===== src/rtl/instr_fetch_unit_pkg.sv =====
// Shared constants for the fetch stage: FSM encoding, instruction field
// positions and PC step.
package instr_fetch_unit_pkg;

  typedef enum logic [1:0] {
    IDLE  = 2'd0,
    REQ   = 2'd1,
    DRAIN = 2'd2,
    VALID = 2'd3
  } fetch_state_e;

  localparam int OPCODE_HI = 31;
  localparam int OPCODE_LO = 26;
  localparam int RS_HI     = 25;
  localparam int RS_LO     = 21;
  localparam int RT_HI     = 20;
  localparam int RT_LO     = 16;
  localparam int RD_HI     = 15;
  localparam int RD_LO     = 11;
  localparam int FUNCT_HI  = 5;
  localparam int FUNCT_LO  = 0;
  localparam int IMM_HI    = 15;
  localparam int IMM_LO    = 0;

  localparam int PC_STEP = 4;

endpackage


===== src/rtl/instr_fetch_unit_field_split.sv =====
// Purely combinational split of an instruction word into decode fields;
// shared with the decoder stage.
module instr_field_split
  import instr_fetch_unit_pkg::*;
(
  input  logic [31:0] instr,
  output logic [5:0]  opcode,
  output logic [4:0]  rs,
  output logic [4:0]  rt,
  output logic [4:0]  rd,
  output logic [5:0]  funct,
  output logic [15:0] imm16
);

  assign opcode = instr[OPCODE_HI:OPCODE_LO];
  assign rs     = instr[RS_HI:RS_LO];
  assign rt     = instr[RT_HI:RT_LO];
  assign rd     = instr[RD_HI:RD_LO];
  assign funct  = instr[FUNCT_HI:FUNCT_LO];
  assign imm16  = instr[IMM_HI:IMM_LO];

endmodule


===== src/rtl/instr_fetch_unit.sv =====
// Fetch stage: PC, single-outstanding imem req/ack, instruction register,
// stall hold and redirect with drain of an in-flight wrong-path fetch.
module instr_fetch_unit
  import instr_fetch_unit_pkg::*;
#(
  parameter logic [31:0] RESET_PC = 32'h0000_0000,
  parameter int          ADDR_W   = 32
) (
  input  logic              clk_i,
  input  logic              rst_i,
  output logic              imem_req_o,
  output logic [ADDR_W-1:0] imem_addr_o,
  input  logic              imem_ack_i,
  input  logic [31:0]       imem_rdata_i,
  input  logic              stall_i,
  input  logic              redirect_i,
  input  logic [ADDR_W-1:0] redirect_pc_i,
  output logic              instr_valid_o,
  output logic [31:0]       instr_o,
  output logic [ADDR_W-1:0] pc_o,
  output logic [ADDR_W-1:0] pc_plus4_o,
  output logic [5:0]        opcode_o,
  output logic [4:0]        rs_o,
  output logic [4:0]        rt_o,
  output logic [4:0]        rd_o,
  output logic [5:0]        funct_o,
  output logic [15:0]       imm16_o
);

  localparam logic [ADDR_W-1:0] ALIGN_MASK = ~ADDR_W'(3);
  localparam logic [ADDR_W-1:0] PC_RST     = ADDR_W'(RESET_PC) & ALIGN_MASK;

  fetch_state_e      state;
  logic [ADDR_W-1:0] pc;
  logic [ADDR_W-1:0] saved_pc;
  logic [ADDR_W-1:0] redir_pc;

  assign redir_pc = redirect_pc_i & ALIGN_MASK;

  always_ff @(posedge clk_i or negedge rst_i) begin
    if (!rst_i) begin
      state         <= IDLE;
      pc            <= PC_RST;
      saved_pc      <= '0;
      instr_o       <= '0;
      instr_valid_o <= 1'b0;
    end else begin
      case (state)
        IDLE: begin
          if (redirect_i) pc <= redir_pc;
          state <= REQ;
        end
        REQ: begin
          if (imem_ack_i) begin
            if (redirect_i) begin
              pc <= redir_pc;
            end else begin
              instr_o       <= imem_rdata_i;
              instr_valid_o <= 1'b1;
              state         <= VALID;
            end
          end else if (redirect_i) begin
            // address must stay put until the in-flight ack returns
            saved_pc <= redir_pc;
            state    <= DRAIN;
          end
        end
        DRAIN: begin
          if (imem_ack_i) begin
            pc    <= redirect_i ? redir_pc : saved_pc;
            state <= REQ;
          end else if (redirect_i) begin
            saved_pc <= redir_pc;
          end
        end
        VALID: begin
          if (redirect_i) begin
            pc            <= redir_pc;
            instr_valid_o <= 1'b0;
            state         <= REQ;
          end else if (!stall_i) begin
            pc            <= pc + ADDR_W'(PC_STEP);
            instr_valid_o <= 1'b0;
            state         <= REQ;
          end
        end
        default: state <= IDLE;
      endcase
    end
  end

  assign imem_req_o  = (state == REQ) || (state == DRAIN);
  assign imem_addr_o = pc;
  assign pc_o        = pc;
  assign pc_plus4_o  = pc + ADDR_W'(PC_STEP);

  instr_field_split u_split (
    .instr  (instr_o),
    .opcode (opcode_o),
    .rs     (rs_o),
    .rt     (rt_o),
    .rd     (rd_o),
    .funct  (funct_o),
    .imm16  (imm16_o)
  );

endmodule

===== config.mk =====
export PLATFORM = sky130hd
export DESIGN_NAME = instr_fetch_unit
export DESIGN_NICKNAME = d
export VERILOG_FILES = /design/src/rtl/instr_fetch_unit_pkg.sv /design/src/rtl/instr_fetch_unit_field_split.sv /design/src/rtl/instr_fetch_unit.sv
export SDC_FILE = /design/constraint.sdc
export NUM_CORES = 1
export LEC_CHECK = 0
export BUFFER_PORTS_ARGS = -buffer_cell sky130_fd_sc_hd__buf_4
export CAP_MARGIN = 20
export CELL_PAD_IN_SITES_DETAIL_PLACEMENT = 2
export CELL_PAD_IN_SITES_GLOBAL_PLACEMENT = 2
export CORE_MARGIN = 2
export CORE_UTILIZATION = 26
export CTS_CLUSTER_DIAMETER = 60
export DETAILED_ROUTE_END_ITERATION = 6
export GPL_TIMING_DRIVEN = 0
export MAX_ROUTING_LAYER = met4
export PLACE_DENSITY = 0.79
export SLEW_MARGIN = 40
export SYNTH_ARGS = -nofsm -noshare
export SYNTH_HDL_FRONTEND = slang
export SYNTH_SLANG_ARGS = --single-unit

===== constraint.sdc =====
create_clock -name clk_i -period 1.9 [get_ports clk_i]
set_clock_uncertainty 0.05 [all_clocks]
set_input_delay 0.285 -clock clk_i [delete_from_list [all_inputs] [get_ports clk_i]]
set_output_delay 0.285 -clock clk_i [all_outputs]
set_load 0.02 [all_outputs]

; After elaboration in Yosys (flattened, before gate mapping)
; Index checks and enable logic that the tools add are counted.
[classes]
n_addsub = 1
n_eq_ne = 9
muxes = 19
n_reduce_logical = 9
bitwise = 2
[ops]
columns = op, n
row1 = 2-to-1 mux 32 bit, 6
row2 = case mux 32 bit (4 select lines), 1
row3 = "adder 32 x 3 -> 32 bit, second input constant", 1
row4 = 2-to-1 mux 2 bit, 6
row5 = "inequality test 3 bit, second input constant", 3
row6 = case mux 2 bit (4 select lines), 1
row7 = AND reduction 4 bit, 2
row8 = "inequality test 2 bit, second input constant", 3
row9 = AND reduction 3 bit, 2
row10 = "== test 2 bit, second input constant", 2
row11 = 2-to-1 mux 1 bit, 4
row12 = "== test 2 x 1 -> 1 bit, second input constant", 1
row13 = zero test 2 bit, 1
row14 = inverter 1 bit, 2
row15 = case mux 1 bit (2 select lines), 1
row16 = AND reduction 2 bit, 1
row17 = nonzero test 2 bit, 1
row18 = OR reduction 2 bit, 1
row19 = logical OR 1 bit, 1
[word_totals]
elab_cells = 45
regBits = 99
out_inout_bits = 173

; Longest topological paths before layout
; Gate-level depths: netlist of run 1.
[depth]
depth_word = 4
mapped_depth = 10

; By module
; From an unflattened synthesis of run 1, not the netlist that was laid out.
[unflattened]
cells_unflattened = 552
area_unflattened_um2 = 5680.4
[modules_own_cells]
columns = mod, cells_per_inst, instances, area_per_inst_um2
row1 = instr_fetch_unit, 509, 1, 5357.6
row2 = instr_field_split, 43, 1, 322.8

; Worst setup path after synthesis of run 1
; OpenSTA, ideal clock, no wires.
[synth_timing]
path_type = reg2out
from = register pc[3] (netlist: imem_addr_o[3])
to = output port pc_plus4_o[20]
arrival_ns = 1.987
path_stages_with_launch = 6
path_buffers = 0
t_required_ns = 1.565
path_slack_ns = -0.422
path_cell_list = dfrtp_1 ha_1 nand4_1 nand4bb_4 nor3_1 xor2_1
[synth_via]
elab_chain_len = 1
[synth_rtl]
columns = item, line
row1 = start: declaration, instr_fetch_unit.sv:34  ; logic [ADDR_W-1:0] pc;
row2 = start signal: assignment, instr_fetch_unit.sv:50  ; if (redirect_i) pc <= redir_pc;
row3 = start signal: assignment, instr_fetch_unit.sv:56  ; pc <= redir_pc;
row4 = start signal: assignment, instr_fetch_unit.sv:70  ; pc <= redirect_i ? redir_pc : saved_pc;
row5 = adder 32 x 3 -> 32 bit, instr_fetch_unit.sv:95  ; assign pc_plus4_o = pc + ADDR_W'(PC_STEP);
row6 = end: declaration, instr_fetch_unit.sv:21  ; output logic [ADDR_W-1:0] pc_plus4_o,
; Every way passes these cells.

; Final worst setup path of run 1
[layout_timing]
from = register pc[14] (netlist: imem_addr_o[14])
to = output port pc_plus4_o[20]
; The elaborated chain is that of the path after synthesis.

==> out/results.tsv, run 1 <==
metric	value	unit
Leak	4.98	nW
Least-Margin Pin Slew	536	ps
vias	6143	
# fillers	2178	
most common cell after layout, fill and taps aside	buf_4	
Vias/cell	5.15	
full die area	23100	sq um
FP Rows	54	
syn avg cell area	10.5	sq um
Ys Warns	0	
Seq/Total Area, Yosys	0.435	
final hold violation count	0	
area grow syn2layout	83.0	%
routed wire length	32600	um
drt initial violations	290	
Yosys cell types	51	
vias in the first global route	6678	
layout cells sized above 1	0.745	
CTS tree	done	
number of enable flip-flop cells after synthesis	0	
Startpoint Class	register	
chip width	152	um
outcome	finished with violations	
clock-pin slew on the worst setup and hold paths	100	ps
commonest register cell after synthesis	dfrtp_1	
Post-Syn Area	5700	sq um
Num CTS Buffers	9	
Critical Path AT	2230	ps
IO Count	242	
initial core utilization	0.263	
total congestion overflow	0	
most frequent cells in the layout	buf_4 (382), dfrtp_1 (75), mux2_2 (57), buf_6 (53), dfrtp_2 (24)	
clock latency on the worst-skew pair	390	ps
Final Cycle Share	1.35	
CP delay by family, top	simple AND/OR/NAND/NOR gates	
crit-path cells	buf_4 > and4_1 > nand4bb_4 > nor3_4 > xor2_2 > buf_4	
Storage cell area	2510	sq um
Buf+Inv Stages, Crit Path	2	
Synth async-reset ratio	1.00	
Mapped Cells	540	
initial antenna violation count	1	
failing checks	negative setup slack	
first-pass GRT wire length	43100	um
fin crit period	2570	ps
root buffer cell	clkbuf_16	
GR Util All Layers	0.252	
Core ar.	21700	sq um
Slew Limit Fails	0	
#FFs+latches synth	99	
Critical Path Fanout Max	6	
fin area	10400	sq um
Multi-input gate area	3210	sq um
DR DRC count	0	
Post-Syn Nets	613	
fin worst setup slack	-669	ps
VDD IR-drop max	906	uV
DR pass1 iterations	5	
Worst Hold Class	in -> reg	
Design Power	20.6	mW
gpl congestion	0.794	
largest net degree at the start of global routing	100	
final setup vio count	95	
Worst path slowest cell	dfrtp_2	
Critical Path Most Common Cell	buf_4	
CTS sink count	99	
ANT nets after route	0	
die span in y	152	um
Slew HR	0.643	
Power Density	1980	nW/um^2
FMAX	0.389	GHz
WL/cell	27.3	um
Final #Nets	979	
DP Area	8040	sq um
RSZ-0062 raised after global routing	true	
crit path capture type	output pin	
critical path class	reg -> out	
Slowest Stage Delay on Critical Path	430	ps
H-tree levels	3	
Max-cap violations	0	
Worst EP required	1560	ps
clock tree buffer depth	2	
Detail Placement HPWL	16500	um
Port Buffers	239	
Yosys cell counts, types with 6 or more instances:
| library cell | count | share of area |
|---|---|---|
| nand2_1 | 17 | 0.011 |
| o2bb2ai_1 | 8 | 0.012 |
| a22oi_1 | 12 | 0.016 |
| o31a_1 | 9 | 0.014 |
| buf_4 | 80 | 0.11 |
| nand4_1 | 10 | 0.011 |
| a21oi_1 | 23 | 0.020 |
| o22ai_1 | 10 | 0.011 |
| nor3_1 | 6 | 0.0053 |
| xor2_1 | 15 | 0.023 |
| buf_2 | 6 | 0.0053 |
| o21ai_0 | 32 | 0.028 |
| a222oi_1 | 9 | 0.016 |
| a22o_1 | 7 | 0.011 |
| and3_1 | 9 | 0.0099 |
| xnor2_1 | 14 | 0.022 |
| clkbuf_1 | 11 | 0.0072 |
| dfrtp_1 | 99 | 0.43 |
| buf_1 | 7 | 0.0046 |
| mux2_2 | 59 | 0.12 |
| nor2_1 | 29 | 0.019 |
| nand3_1 | 7 | 0.0062 |
| inv_1 | 16 | 0.011 |
repair_timing:
item / 4_1_cts / 5_1_grt
gates cloned: 4 / 4
buffers inserted: 87 / 28
hold endpoints to repair: 71 / 0
pin swaps: 40 / 48
setup endpoints to repair: 121 / 121
gates resized for setup: 155 / 125
hold buffers: 1 / 0
metal layers:
metal  vias to the layer above  share of wire  global-route usage
li1                       2581              -                   -
met1                      3127           0.39               0.290
met2                       341           0.51               0.432
met3                        94          0.060              0.0459
met4                         0          0.047               0.103
met5                         -              0                   -
report_power, final:
| group | internal (mW) | switching, mW |
|---|---|---|
| combinational | 6.78 | 7.30 |
| clock | 1.10 | 0.966 |
| sequential | 3.19 | 1.28 |
| total | 11.1 | 9.55 |
logic make-up (layout without fill, tap and decap cells):
kind of cell / Yosys count / after routing / synth area share
buffers and inverters: 125 / 496 / 0.142
AO/OA/AOI/OAI: 118 / 118 / 0.139
other: 0 / 1 / 0
flip-flops: 99 / 99 / 0.435
AND/OR/NAND/NOR: 101 / 101 / 0.105
multiplexers: 64 / 64 / 0.126
XOR/XNOR: 29 / 29 / 0.0446
adder cells (fa/ha/maj): 4 / 4 / 0.00879
flip-flops by register name, summed over array words and instances (netlist names):
register,cells
state,2
imem_addr_o,32
saved_pc,32
instr_valid_o,1
instr_o,32
worst register-to-register path, stage by stage (launching register included):
cell and delay [ps]:
dfrtp_2 430, buf_4 160, nand2_4 100, nor4_4 250, buf_4 170, buf_4 110
nand4_1 180, buf_4 220, buf_4 130, buf_4 140, a21oi_1 240, o22ai_1 120
stage by stage:
step | instances | TNS [ps] | setup WS, ps | util | hold slack (ps)
final | 1192 | -18720 | -669 | 0.481 | 96.4
after global routing | 1192 | -24180 | -783 | 0.481 | 92.3
after CTS | 1165 | -11180 | -470 | 0.445 | 83.0
after detailed placement | 1059 | -47070 | -763 | 0.371 | 353
after global placement | 1059 | -43730 | -730 | 0.371 | 419
after floorplan | 540 | -890 | -174 | - | -60.6
worst paths after layout:
| check | startpoint | endpoint | slack, ps | cells after the start |
|---|---|---|---|---|
| min in group asynchronous | rst_i | saved_pc[16] | 330 | 2 |
| min | imem_rdata_i[18] | instr_o[18] | 100 | 2 |
| min reg2reg | saved_pc[29] | saved_pc[29] | 470 | 1 |
| max in group asynchronous | rst_i | instr_o[12] | 800 | 3 |
| max | imem_addr_o[14] | pc_plus4_o[20] | -670 | 6 |
| max reg2reg | imem_addr_o[3] | imem_addr_o[27] | -490 | 11 |
final cells by class:
type | count | area share
Inverter | 17 | 0.00636
Antenna cell | 1 | 0.000240
Sequential cell | 99 | 0.241
Clock buffer | 12 | 0.0246
Multi-Input combinational cell | 316 | 0.308
Clock inverter | 4 | 0.00468
Buffer | 102 | 0.0867
Timing Repair Buffer | 361 | 0.295
Tap cell | 280 | 0.0336
Power figures use the tool's default switching activity.
==> run 2: changes to the inputs <==
Settings changed: CORE_UTILIZATION 26 to 29, PLACE_DENSITY 0.79 to 0.84, REMOVE_ABC_BUFFERS set to 1.
Clock period 1.9 ns to 2.9 ns, I/O delays scaled along.
==> run 2 against run 1 <==
The run now ends clean. Critical endpoint is now pc_plus4_o[16]. Sequential cell count is the same. Via count shrank 21%. Die area decreased by 10%. Largest power group unchanged. Hold slack improved by 160 ps. Wire length shrank 39%. Sequential power is 35% lower. Utilization down 8.6 points. Clock-buffer cell count shrank 3. Global-route usage down 5.3 points. Combinational power decreased by 59%. Sequential share of layout area rose by 8.4 points. Cell count fell by 19%.
==> out/results.tsv, run 2 (same netlist as run 1, synthesis figures left out) <==
metric	value	unit	change
outcome	finished clean		
DP Area	7220	sq um	-10%
largest net degree at the start of global routing	100		unchanged
full die area	20800	sq um	-10%
die span in y	144	um	-5.2%
Slew Limit Fails	0		unchanged
Slowest Stage Delay on Critical Path	420	ps	about the same
DR pass1 iterations	4		-1
gpl congestion	0.743		-6.4%
IO Count	242		unchanged
Cell Count, Final, Fillers Out	967		-19%
Worst setup endpoint	pc_plus4_o[16]		
crit-path cells	ha_2 > nand4_1 > buf_4 > buf_4 > nor2_1 > and3_2 > xor2_1 > buf_4		
Max-cap violations	0		unchanged
first-pass GRT wire length	30800	um	-28%
fin crit period	2770	ps	
most common cell after layout, fill and taps aside	buf_4		
clock latency on the worst-skew pair	350	ps	-40 ps
Worst Hold Class	in -> reg		
R2R Path End	imem_addr_o[28]		
Leak	3.56	nW	-29%
routed wire length	19800	um	-39%
Critical Path Fanout Max	6		unchanged
CTS sink count	99		unchanged
Slew HR	0.510		-0.133
Critical Path Most Common Cell	buf_4		
critical path class	reg -> out		
Vias/cell	4.99		-3.1%
Place WS	6.14	ps	+769 ps
most frequent cells in the layout	buf_4 (247), dfrtp_1 (93), mux2_2 (59), o21ai_0 (32), nor2_1 (28)		
# fillers	2114		-2.9%
Crit. path cell count	8		+2
Startpoint Class	register		
WL/cell	20.4	um	-25%
FMAX	0.361	GHz	
worst r2r path cells	6		-5
DR WL met3	1290	um	-34%
chip width	144	um	-5.2%
uppermost layer routed	met4		
Port Buffers	239		unchanged
CP delay by family, top	simple AND/OR/NAND/NOR gates		
Met2 Wirelength	10100	um	-39%
Final #Nets	770		-21%
Worst path slowest cell	dfrtp_2		
area grow syn2layout	34.3	%	
crit path capture type	output pin		
vias	4830		-21%
worst r2r src	state[0]		
antenna diode count	0		-1
Detail Placement HPWL	14500	um	-13%
final setup vio count	0		-100%
Power Density	1290	nW/um^2	-35%
fin worst setup slack	129	ps	+798 ps
Num CTS Buffers	9		unchanged
initial antenna violation count	0		-1
final hold violation count	0		unchanged
Worst EP required	2410	ps	+850 ps
Design Power	9.84	mW	-52%
FP Rows	51		-5.6%
reg2reg setup slack	260	ps	+750 ps
Final Cycle Share	0.956		
layout cells sized above 1	0.510		-0.235
Worst setup startpoint	imem_addr_o[3]		
GR Util All Layers	0.199		-0.0529
Least-Margin Pin Slew	735	ps	+199 ps
initial core utilization	0.294		+0.0310
Inst Count DP	940		-11%
Core ar.	19400	sq um	-11%
DR DRC count	0		unchanged
total congestion overflow	0		unchanged
VDD IR-drop max	532	uV	-41%
ANT nets after route	0		unchanged
metal1 wirelength	8200	um	-35%
root buffer cell	clkbuf_16		
Buf+Inv Stages, Crit Path	3		+1
fin area	7650	sq um	-27%
vias in the first global route	5441		-19%
drt initial violations	175		-40%
Critical Path AT	2290	ps	+60 ps
clock tree buffer depth	2		unchanged
H-tree levels	3		unchanged
Hold Path Stages	2		unchanged
clock-pin slew on the worst setup and hold paths	80	ps	-20 ps
CTS tree	done		
==> run 2: cell types whose count changed in the layout (fill, tap and decap cells not counted), sizes merged <==
cell	change
bufinv	-1
diode	-1
inv	+4
clkbuf	-12
buf	-200
==> run 2: through the flow <==
stage               TNS [ps]   util  hold slack [ps]
finish                     0  0.394              253
detailed placement         0  0.372              431
global route           -21.6  0.394              254
global placement      -46250  0.365              421
CTS                        0  0.389              113
floorplan              -1600      -             89.4
==> run 2: routing by layer <==
layer / global-route usage / vias up
met3: 0.0414 / 15
li1: - / 2171
met2: 0.344 / 191
met4: 0.0445 / 0
met5: - / -
met1: 0.239 / 2453
==> run 2: worst min-delay path by stage <==
stage | start | end
6_report | imem_rdata_i[18] | instr_o[18]
5_1_grt | redirect_pc_i[28] | saved_pc[28]
4_1_cts | rst_i | saved_pc[19]
3_5_place_dp | saved_pc[28] | saved_pc[28]
3_3_place_gp | saved_pc[28] | saved_pc[28]
2_1_floorplan | rst_i | imem_addr_o[0]
==> run 2: final cells by class <==
class                      instances  area (sq um)  share of cell area
multi-input combinational        316          2490               0.326
sequential                        99          2480               0.325
timing repair buffer             254          1990               0.260
tap                              265           332              0.0434
clock buffer                       9           225              0.0294
inverter                          17          63.8             0.00834
clock inverter                     7          57.6             0.00752
==> run 2: power by group <==
part           leakage (nW)  internal (mW)  switching (mW)
clock                 0.142          0.599           0.585
combinational          2.24           2.53            3.24
sequential             1.18           2.07           0.826
==> run 2: timing repair <==
| item | in CTS | in global routing |
|---|---|---|
| buffers inserted | 5 | 4 |
| endpoints found under the hold margin | 0 | 45 |
| setup endpoints to repair | 10 | 14 |
| cloned | 0 | 0 |
| hold buffers | 0 | 1 |
| resized for setup | 2 | 13 |
| pin swaps | 3 | 3 |
